### config.mk
export PLATFORM = sky130hd
export DESIGN_NAME = eq_bus_clock_gen
export DESIGN_NICKNAME = d
export VERILOG_FILES = /design/src/rtl/eq_bus_clock_gen.sv
export SDC_FILE = /design/constraint.sdc
export NUM_CORES = 1
export LEC_CHECK = 0
export ABC_AREA = 1
export BUFFER_PORTS_ARGS = -buffer_cell sky130_fd_sc_hd__buf_2
export CORE_AREA = 2 2 39 41
export CTS_BUF_LIST = sky130_fd_sc_hd__clkbuf_4 sky130_fd_sc_hd__clkbuf_8
export CTS_CLUSTER_SIZE = 10
export DETAILED_ROUTE_END_ITERATION = 10
export DIE_AREA = 0 0 41 43
export PLACE_DENSITY = 0.59
export SYNTH_ARGS = -nofsm -noshare
export SYNTH_HDL_FRONTEND = slang
export SYNTH_SLANG_ARGS = --single-unit
### constraint.sdc
create_clock -name CLK -period 1.3 [get_ports CLK]
set_input_delay 0.13 -clock CLK [delete_from_list [all_inputs] [get_ports CLK]]
set_output_delay 0.13 -clock CLK [all_outputs]
set_load 0.01 [all_outputs]
### src/rtl/eq_bus_clock_gen.sv
// Quadrature E/Q bus clock generator for a 6809-style bus, with wait-state stretch.
// Optional stretch timeout is enabled by defining STRETCH_TIMEOUT_EN.
module eq_bus_clock_gen #(
    parameter int unsigned WAIT_STATES    = 2,
    parameter int unsigned TIMEOUT_CYCLES = 40
) (
    input  logic CLK,
    input  logic RST,
    input  logic SLOW_CS,
    input  logic MRDY,
    output logic E,
    output logic Q,
    output logic CYCLE_END,
    output logic STRETCHED,
    output logic TIMEOUT
);

    typedef enum logic [2:0] {
        PH0,
        PH1,
        PH2,
        PH3,
        STRETCH
    } state_e;

    localparam logic [3:0] WS4 = 4'(WAIT_STATES);

    state_e     state_q, state_d;
    logic [3:0] wait_q, wait_d;
    logic       e_q, q_q, ce_q, st_q;
    logic       exit_ok;

`ifdef STRETCH_TIMEOUT_EN
    localparam int unsigned TW = $clog2(TIMEOUT_CYCLES + 1);
    localparam logic [TW-1:0] TC = TW'(TIMEOUT_CYCLES);

    logic [TW-1:0] tcnt_q, tcnt_d;
    logic          to_q, to_d;
`endif

    always_comb begin
        state_d = state_q;
        wait_d  = wait_q;
        exit_ok = (wait_q == 4'd0) && MRDY;
`ifdef STRETCH_TIMEOUT_EN
        tcnt_d  = tcnt_q;
        to_d    = 1'b0;
`endif
        unique case (state_q)
            PH0: state_d = PH1;
            PH1: state_d = PH2;
            PH2: begin
                state_d = PH3;
                wait_d  = SLOW_CS ? 4'd0 : WS4;
`ifdef STRETCH_TIMEOUT_EN
                tcnt_d  = '0;
`endif
            end
            PH3, STRETCH: begin
                if (wait_q != 4'd0) wait_d = wait_q - 4'd1;
                state_d = exit_ok ? PH0 : STRETCH;
`ifdef STRETCH_TIMEOUT_EN
                // Forced exit only when the normal rule would keep stretching
                if (state_q == STRETCH) begin
                    tcnt_d = tcnt_q + 1'b1;
                    if (!exit_ok && tcnt_d == TC) begin
                        state_d = PH0;
                        wait_d  = 4'd0;
                        to_d    = 1'b1;
                    end
                end
`endif
            end
            default: state_d = PH0;
        endcase
    end

    // Outputs are registered copies of the decode of the next state
    always_ff @(posedge CLK or posedge RST) begin
        if (RST) begin
            state_q <= PH0;
            wait_q  <= 4'd0;
            e_q     <= 1'b0;
            q_q     <= 1'b0;
            ce_q    <= 1'b0;
            st_q    <= 1'b0;
        end else begin
            state_q <= state_d;
            wait_q  <= wait_d;
            e_q     <= (state_d == PH2) || (state_d == PH3) || (state_d == STRETCH);
            q_q     <= (state_d == PH1) || (state_d == PH2);
            ce_q    <= (state_d == PH0);
            st_q    <= (state_d == STRETCH);
        end
    end

`ifdef STRETCH_TIMEOUT_EN
    always_ff @(posedge CLK or posedge RST) begin
        if (RST) begin
            tcnt_q <= '0;
            to_q   <= 1'b0;
        end else begin
            tcnt_q <= tcnt_d;
            to_q   <= to_d;
        end
    end

    assign TIMEOUT = to_q;
`else
    assign TIMEOUT = 1'b0;
`endif

    assign E         = e_q;
    assign Q         = q_q;
    assign CYCLE_END = ce_q;
    assign STRETCHED = st_q;

endmodule

==> results.sh, run 1 <==
export IMPL_crit_path_end="E"
export IMPL_fp_dieW_um=41
export IMPL_yosysUniqueCellTypes=16
export IMPL_hpwl_um=723
export IMPL_rrSetupSlack_ns=0.1
export IMPL_cellLeakagePower_nw=0.354
export IMPL_finalSetupTns_ns=0
export IMPL_fin_ws_ns=0.0976
export IMPL_post_drt_via_cell_ratio=4.34
export IMPL_grt_pass1_vias=382
export IMPL_gr_usage_all_layers=0.131
export IMPL_synthCells=65
export IMPL_wl_um=889
export IMPL_r2r_start="wait_q[0]"
export IMPL_synth_nets=70
export IMPL_power_density_nw_per_um2=2640
export IMPL_cp_arrival_ns=1.35
export IMPL_die_h_um=43
export IMPL_regToRegEndpoint="E"
export IMPL_clock_skew_ns=0.000157
export IMPL_grt_use_met2=0.200
export IMPL_io_pins=9
export IMPL_slew_viol_final=0
export IMPL_grt_pass1_wl_um=1460
export IMPL_avgSynthCellArea_um2=8.43
export IMPL_ir_drop_v=0.00124
export IMPL_maxCapViolCount=0
export IMPL_rsz0062_at_grt="true"
export IMPL_cts_made_buffers=3
export IMPL_start_kind="register"
export IMPL_clk_latency_ns=0.27
export IMPL_cts_root_buf="clkbuf_4"
export IMPL_rows=14
export IMPL_stdcell_area_um2=633
export IMPL_start_util=0.396
export IMPL_fin_util=0.458
export IMPL_dpl_cell_area_um2=596
export IMPL_dp_cells=87
export IMPL_antenna_found_initial=0
export IMPL_drt_initial_drc_count=3
export IMPL_grt_use_met3=0.0314
export IMPL_core_um2=1380
export IMPL_antenna_left=0
export IMPL_worstPathMaxFanout=3
export IMPL_areaGrowthSynthToFinish_pct=15.5
export IMPL_fin_crit_sh=0.925
export IMPL_syn_cell_area_um2=548
export IMPL_status="finished, final reports clean"
export IMPL_cts_buffer_depth=2
export IMPL_synth_seq_cells=11
export IMPL_use_met1=0.148
export IMPL_final_min_clock_period_ns=1.20
export IMPL_overflow=0
export IMPL_critPathCaptureType="register"
export IMPL_yosys_warnings=0
export IMPL_fmax_ghz=0.832
export IMPL_wl_per_cell_um=9.66
export IMPL_crit_start="wait_q[0]"
export IMPL_port_buffers=7
export IMPL_clk_pin_slew_ns=0.07
export IMPL_drive_gt1_frac=0.289
export IMPL_diodes=0
export IMPL_critical_path_class="reg2reg"
export IMPL_place_gp_congestion=0.728
export IMPL_clock_sink_count=11
export IMPL_fill_cells=138
export IMPL_num_nets_final=82
export IMPL_min_path_type="in2reg"
export IMPL_drt_first_pass_iters=2
export IMPL_dieArea_um2=1760
export IMPL_dp_slack_ns=0.0899
export IMPL_hold_viol_final=0
export IMPL_ctsResizeCount=0
export IMPL_instances_no_fill=92
export IMPL_critical_path_required_ns=1.45
export IMPL_route_vias_total=399
export IMPL_rr_worst_depth=5
export IMPL_synth_seq_area_share=0.502
export IMPL_drc=0
export IMPL_grt_busiest_layer="met2"
export IMPL_cts_tree="yes"
export IMPL_setup_violations=0
export IMPL_h_tree_depth=1
export IMPL_grt_max_degree=12
## layer usage
layer | wire length (um) | vias to the layer above
li1 | - | 215
met1 | 378 | 180
met2 | 481 | 2
met3 | 18 | 2
met4 | 11 | 0
met5 | 0 | -
## sequential cells by signal, indices dropped and copies added (netlist names)
signal     cells
wait_q         4
state_q        3
CYCLE_END      1
Q              1
STRETCHED      1
E              1
## layout by cell type (no fill, tap or decap), types with 2 or more instances in the layout
master	synthesis	layout
inv_2	2	2
nand2_2	2	2
nor2_2	3	3
buf_2	0	7
nand3_1	6	6
clkbuf_4	0	3
nand2_1	14	14
nand2_4	3	3
inv_1	9	9
nor2_1	8	8
dfrtp_1	11	11
## what timing repair did
| action | in CTS | in global routing |
|---|---|---|
| hold endpoints to repair | 11 | 0 |
| setup endpoints to repair | 0 | 1 |
| hold buffers | 1 | 0 |
| buffers inserted | 0 | 0 |
## Yosys cell counts (all sizes together)
library cell / instances / area share
conb: 1 / 0.0068
nand3b: 1 / 0.014
o21ai: 2 / 0.025
xnor2: 1 / 0.016
buf: 1 / 0.014
nand2: 19 / 0.18
nand3: 6 / 0.055
ha: 1 / 0.023
dfrtp: 11 / 0.50
inv: 11 / 0.075
nor2: 11 / 0.089
## cells by family after synthesis
group / count (synthesis) / synth area share
buf+inv: 12 / 0.0890
simple gates: 37 / 0.338
other cells: 1 / 0.00684
compound gates: 2 / 0.0251
flops: 11 / 0.502
xor+xnor: 1 / 0.0160
fa+ha+maj: 1 / 0.0228
## cell type report
class,count,area (um^2),share of cell area
clock inverters,1,5.00,0.00791
repair buffers,8,45.0,0.0711
well taps,16,20.0,0.0316
flip-flops and latches,11,275,0.435
clock buffers,3,22.5,0.0356
inverters,11,41.3,0.0652
multi-input cells,42,224,0.354
## metrics by stage
step	hold slack, ns	power [mW]
4_1_cts	0.162	1.70
2_1_floorplan	-0.0176	1.27
5_1_grt	0.174	1.84
6_report	0.168	1.67
3_3_place_gp	0.134	1.44
3_5_place_dp	0.137	1.46
## report_power, final
part / internal [mW] / switching (mW) / total (mW)
combinational: 0.315 / 0.516 / 0.831
sequential: 0.497 / 0.112 / 0.609
clock: 0.114 / 0.115 / 0.229
total: 0.926 / 0.744 / 1.67
## worst min path at each step
stage | from | to | slack (ns) | cells after the start
floorplan | RST | CYCLE_END | -0.02 | 1
global placement | RST | STRETCHED | 0.13 | 2
detailed placement | RST | E | 0.14 | 2
CTS | MRDY | STRETCHED | 0.16 | 4
global route | MRDY | STRETCHED | 0.17 | 4
finish | MRDY | STRETCHED | 0.17 | 4
## worst max-delay path: stages, from the launching register on
cell and delay, ns:
dfrtp_1 0.40, inv_1 0.10, ha_1 0.22, nand2_2 0.10, o21ai_2 0.17, o21ai_1 0.09
No activity file was read; power rests on OpenSTA's default activity.
==> inputs of run 2 (changes only) <==
Settings changed: CORE_AREA 2 2 39 41 to not set, CORE_MARGIN set to 2, CORE_UTILIZATION set to 40, CTS_CLUSTER_SIZE 10 to not set, DIE_AREA 0 0 41 43 to not set, PLACE_DENSITY 0.59 to 0.58.
==> run 2 against run 1 <==
Fmax is 1.5% higher. Sequential share of layout area is 0.76 points lower. Clock skew is 0.0014 ns higher. Core utilization is 4.4 points higher. Critical endpoint is now wait_q[3].
==> results.sh, run 2 (synthesis gave the netlist of run 1 again) <==
export IMPL_status="finished, final reports clean"
export IMPL_min_path_type="in2reg"
export IMPL_clk_latency_ns=0.26
export IMPL_cts_made_buffers=3
export IMPL_post_cts_buffers=0
export IMPL_overflow=0
export IMPL_final_min_clock_period_ns=1.18
export IMPL_critical_path_required_ns=1.45
export IMPL_cts_tree="yes"
export IMPL_crit_buf_inv=1
export IMPL_fin_util=0.501
export IMPL_crit_cells=7
export IMPL_final_common_cell="nand2_1"
export IMPL_drt_initial_drc_count=4
export IMPL_setup_violations=0
export IMPL_critPathCaptureType="register"
export IMPL_whs_path_depth=5
export IMPL_regToRegEndpoint="wait_q[3]"
export IMPL_drive_gt1_frac=0.303
export IMPL_critical_path_class="reg2reg"
export IMPL_core_um2=1280
export IMPL_antenna_left=0
export IMPL_drc=0
export IMPL_power_density_nw_per_um2=2660
export IMPL_h_tree_depth=1
export IMPL_rsz0062_at_grt="false"
export IMPL_hpwl_um=677
export IMPL_crit_start="wait_q[0]"
export IMPL_worstPathMaxFanout=5
export IMPL_rr_worst_depth=7
export IMPL_grt_max_degree=12
export IMPL_fmax_ghz=0.844
export IMPL_wl_um=892
export IMPL_path_cells="inv_1 -> ha_2 -> nand2_2 -> nand2_4 -> nand2_4 -> nand2_1 -> nand2_1"
export IMPL_grt_pass1_wl_um=1450
export IMPL_route_vias_total=393
export IMPL_final_cell_mix="nand2_1, dfrtp_1, inv_1"
export IMPL_diodes=0
export IMPL_die_h_um=41.0
export IMPL_cts_buffer_depth=2
export IMPL_port_buffers=7
export IMPL_drt_first_pass_iters=4
export IMPL_regMostFlops="wait_q"
export IMPL_slew_viol_final=0
export IMPL_grt_pass1_vias=349
export IMPL_io_pins=9
export IMPL_place_gp_congestion=0.693
export IMPL_largest_reg_flops=4
export IMPL_dieArea_um2=1680
export IMPL_cellLeakagePower_nw=0.354
export IMPL_cts_root_buf="clkbuf_4"
export IMPL_maxCapViolCount=0
export IMPL_cp_top_family="flip-flops"
export IMPL_rrSetupSlack_ns=0.12
export IMPL_start_util=0.426
export IMPL_hold_viol_final=0
export IMPL_reg_top3="wait_q (4), state_q (3)"
export IMPL_r2r_start="wait_q[0]"
export IMPL_rows=13
export IMPL_start_kind="register"
export IMPL_antenna_found_initial=0
export IMPL_areaGrowthSynthToFinish_pct=17.6
export IMPL_gr_usage_all_layers=0.134
export IMPL_clock_skew_ns=0.00160
export IMPL_clock_sink_count=11
export IMPL_crit_path_end="wait_q[3]"
export IMPL_clk_pin_slew_ns=0.07
export IMPL_num_nets_final=82
export IMPL_ir_drop_v=0.00122
export IMPL_instances_no_fill=91
export IMPL_wl_per_cell_um=9.80
export IMPL_critPathMaxStageDelay_ns=0.40
export IMPL_fp_dieW_um=41.0
export IMPL_fin_crit_sh=0.911
export IMPL_finalSetupTns_ns=0
export IMPL_cp_arrival_ns=1.34
export IMPL_hold_slack_ns=0.205
export IMPL_dp_cells=86
export IMPL_post_drt_via_cell_ratio=4.32
export IMPL_worst_path_max_delay_cell="dfrtp_1"
==> run 2: changes by cell type in the layout (fill, tap and decap cells not counted) <==
cell | previous run | this run
ha_2 | 0 | 1
clkbuf_4 | 3 | 4
clkinv_2 | 1 | 0
o21ai_2 | 1 | 0
ha_1 | 1 | 0
o21ai_4 | 0 | 1
==> run 2: tightest hold or removal path: stages <==
cell,delay [ns]
buf_2,0.07
nand3b_1,0.09
nand2_1,0.05
nand2_1,0.05
nand2_1,0.04
==> run 2: how the worst min path moves through the flow <==
stage	start	end	slack, ns
floorplan	RST	CYCLE_END	-0.02
finish	SLOW_CS	wait_q[1]	0.21
global route	MRDY	STRETCHED	0.23
detailed placement	RST	wait_q[2]	0.15
CTS	MRDY	STRETCHED	0.20
global placement	RST	wait_q[0]	0.14
==> run 2: routing by layer <==
metal,track usage,vias up,wire length [um]
met5,0,-,0
met4,0.0500,0,6
li1,-,216,-
met2,0.195,3,428
met1,0.191,172,432
met3,0.0326,2,24
==> run 2: metrics by stage <==
stage	setup slack, ns	area [um^2]	power, mW
after detailed placement	0.0795	594	1.45
after global routing	0.0184	644	1.87
final	0.116	644	1.71
after CTS	0.0708	634	1.71
after floorplan	0.216	548	1.27
after global placement	0.0882	594	1.44
==> run 2: final cells by class <==
cell class                      instances  area, um^2
Tap cell                               15        18.8
Clock buffer                            4        30.0
Sequential cell                        11         275
Fill cell                             123         641
Inverter                               11        41.3
Timing Repair Buffer                    8        45.0
Multi-Input combinational cell         42         234
==> run 2: what timing repair did <==
action	CTS	global route
endpoints found under the setup margin	0	1
gates resized for setup	0	2
hold buffers	1	0
endpoints found under the hold margin	11	0
==> run 2: report_power, final <==
part           internal (mW)  leakage, nW  switching [mW]  total (mW)
clock                  0.139       0.0184           0.107       0.246
combinational          0.326        0.197           0.538       0.864
sequential             0.497        0.139           0.106       0.603
==> inputs of run 3 (changes only) <==
Settings changed: BUFFER_PORTS_ARGS -buffer_cell sky130_fd_sc_hd__buf_2 to -buffer_cell sky130_fd_sc_hd__buf_4, PLACE_DENSITY 0.58 to not set.
==> run 3 against run 2 <==
Clock skew is 0.00063 ns higher. Core utilization is 1.2 points higher. Design area is 2.3% higher. Global-route usage is 0.72 points higher. Via count is 3.8% higher. Sequential share of layout area is 0.97 points lower. Non-clock buffer count stayed put. Cell count stayed put. Power is 1.6% higher. Clock power is 2% lower. Combinational power is 2.8% higher. Critical path depth is 2 lower.
==> results.sh, run 3 (synthesis gave the netlist of run 1 again) <==
export IMPL_dp_cells=86
export IMPL_post_drt_via_cell_ratio=4.48
export IMPL_num_nets_final=82
export IMPL_reg_top3="wait_q (4), state_q (3)"
export IMPL_final_cell_mix="nand2_1, dfrtp_1, inv_1"
export IMPL_drive_gt1_frac=0.289
export IMPL_slew_viol_final=0
export IMPL_start_util=0.426
export IMPL_post_cts_buffers=0
export IMPL_die_h_um=41.0
export IMPL_cellLeakagePower_nw=0.360
export IMPL_largest_reg_flops=4
export IMPL_dpl_cell_area_um2=612
export IMPL_antenna_found_initial=0
export IMPL_fmax_ghz=0.838
export IMPL_min_path_type="in2reg"
export IMPL_clk_latency_ns=0.26
export IMPL_clock_sink_count=11
export IMPL_fin_ws_ns=0.106
export IMPL_final_common_cell="nand2_1"
export IMPL_start_kind="register"
export IMPL_antenna_left=0
export IMPL_cp_arrival_ns=1.33
export IMPL_finalPower_mw=1.74
export IMPL_drc=0
export IMPL_crit_buf_inv=1
export IMPL_final_min_clock_period_ns=1.19
export IMPL_drt_first_pass_iters=1
export IMPL_hold_slack_ns=0.211
export IMPL_gr_usage_all_layers=0.141
export IMPL_rows=13
export IMPL_grt_max_degree=12
export IMPL_overflow=0
export IMPL_wl_um=902
export IMPL_worstPathMaxFanout=3
export IMPL_clock_skew_ns=0.00224
export IMPL_dp_slack_ns=0.0840
export IMPL_stdcell_area_um2=659
export IMPL_grt_pass1_wl_um=1510
export IMPL_route_vias_total=408
export IMPL_fin_crit_sh=0.918
export IMPL_fp_dieW_um=41.0
export IMPL_dieArea_um2=1680
export IMPL_place_gp_congestion=0.722
export IMPL_power_combinational_fraction=0.510
export IMPL_cts_made_buffers=3
export IMPL_regMostFlops="wait_q"
export IMPL_path_cells="inv_1 -> ha_1 -> nand2_2 -> o21ai_4 -> o21ai_1"
export IMPL_hold_viol_final=0
export IMPL_p_clk_frac=0.138
export IMPL_port_buffers=7
export IMPL_wl_per_cell_um=9.91
export IMPL_cp_top_family="flip-flops"
export IMPL_maxCapViolCount=0
export IMPL_clk_pin_slew_ns=0.07
export IMPL_finalSetupTns_ns=0
export IMPL_critical_path_class="reg2reg"
export IMPL_rsz0062_at_grt="false"
export IMPL_pwr_share_seq=0.351
export IMPL_cts_tree="yes"
export IMPL_ir_drop_v=0.00135
export IMPL_instances_no_fill=91
export IMPL_core_um2=1280
export IMPL_drt_initial_drc_count=0
export IMPL_setup_violations=0
export IMPL_status="finished, final reports clean"
export IMPL_cts_root_buf="clkbuf_4"
export IMPL_sw_frac_of_total=0.432
export IMPL_critPathCaptureType="register"
export IMPL_h_tree_depth=1
export IMPL_power_density_nw_per_um2=2640
export IMPL_hpwl_um=715
export IMPL_grt_pass1_vias=377
export IMPL_worst_path_max_delay_cell="dfrtp_1"
export IMPL_intPower_uw=989
export IMPL_fin_util=0.513
export IMPL_critPathMaxStageDelay_ns=0.40
export IMPL_critical_path_required_ns=1.44
export IMPL_p_switching_uw=752
export IMPL_diodes=0
export IMPL_io_pins=9
export IMPL_areaGrowthSynthToFinish_pct=20.3
export IMPL_cts_buffer_depth=2
## run 3: cell types whose count changed in the layout (fill, tap and decap cells not counted)
cell,before,now
ha_1,0,1
ha_2,1,0
buf_2,7,0
buf_4,0,7
## run 3: layer usage
layer,global-route usage,wire (um),vias up
met3,0.0163,23,2
met2,0.223,433,5
li1,-,-,219
met5,0,0,-
met4,0.100,12,0
met1,0.177,433,182
## run 3: final cells by class
cell class / instances / area [um^2]
Clock buffer: 4 / 30.0
Fill cell: 125 / 626
Inverter: 11 / 41.3
Multi-Input combinational cell: 42 / 231
Sequential cell: 11 / 275
Tap cell: 15 / 18.8
Timing Repair Buffer: 8 / 62.6
## run 3: worst min-delay path, delay by kind of cell
kind	cells	cell delay (ns)
buffers and inverters	1	0.07
and+or+nand+nor	4	0.22
## run 3: worst paths after layout
kind	start	endpoint	slack [ns]	cells past startpoint
setup / recovery	wait_q[0]	E	0.11	5
hold / removal	SLOW_CS	wait_q[1]	0.21	5
setup reg to reg	wait_q[0]	E	0.11	5
hold reg to reg	state_q[0]	state_q[0]	0.51	1
max in group asynchronous	RST	wait_q[3]	0.60	3
min in group asynchronous	RST	state_q[0]	0.42	3
## run 3: power by group through the flow
| stage | clock (mW) | sequential [mW] | combinational, mW |
|---|---|---|---|
| 3_5_place_dp | 0 | 0.617 | 0.874 |
| 3_3_place_gp | 0 | 0.611 | 0.865 |
| 6_report | 0.241 | 0.611 | 0.888 |
| 5_1_grt | 0.274 | 0.631 | 1.01 |
| 4_1_cts | 0.256 | 0.611 | 0.883 |
| 2_1_floorplan | 0 | 0.625 | 0.646 |
## run 3: timing repair
item | 4_1_cts | 5_1_grt
endpoints found under the hold margin | 11 | 0
resized for setup | 0 | 1
hold buffers | 1 | 0
setup endpoints to repair | 0 | 2
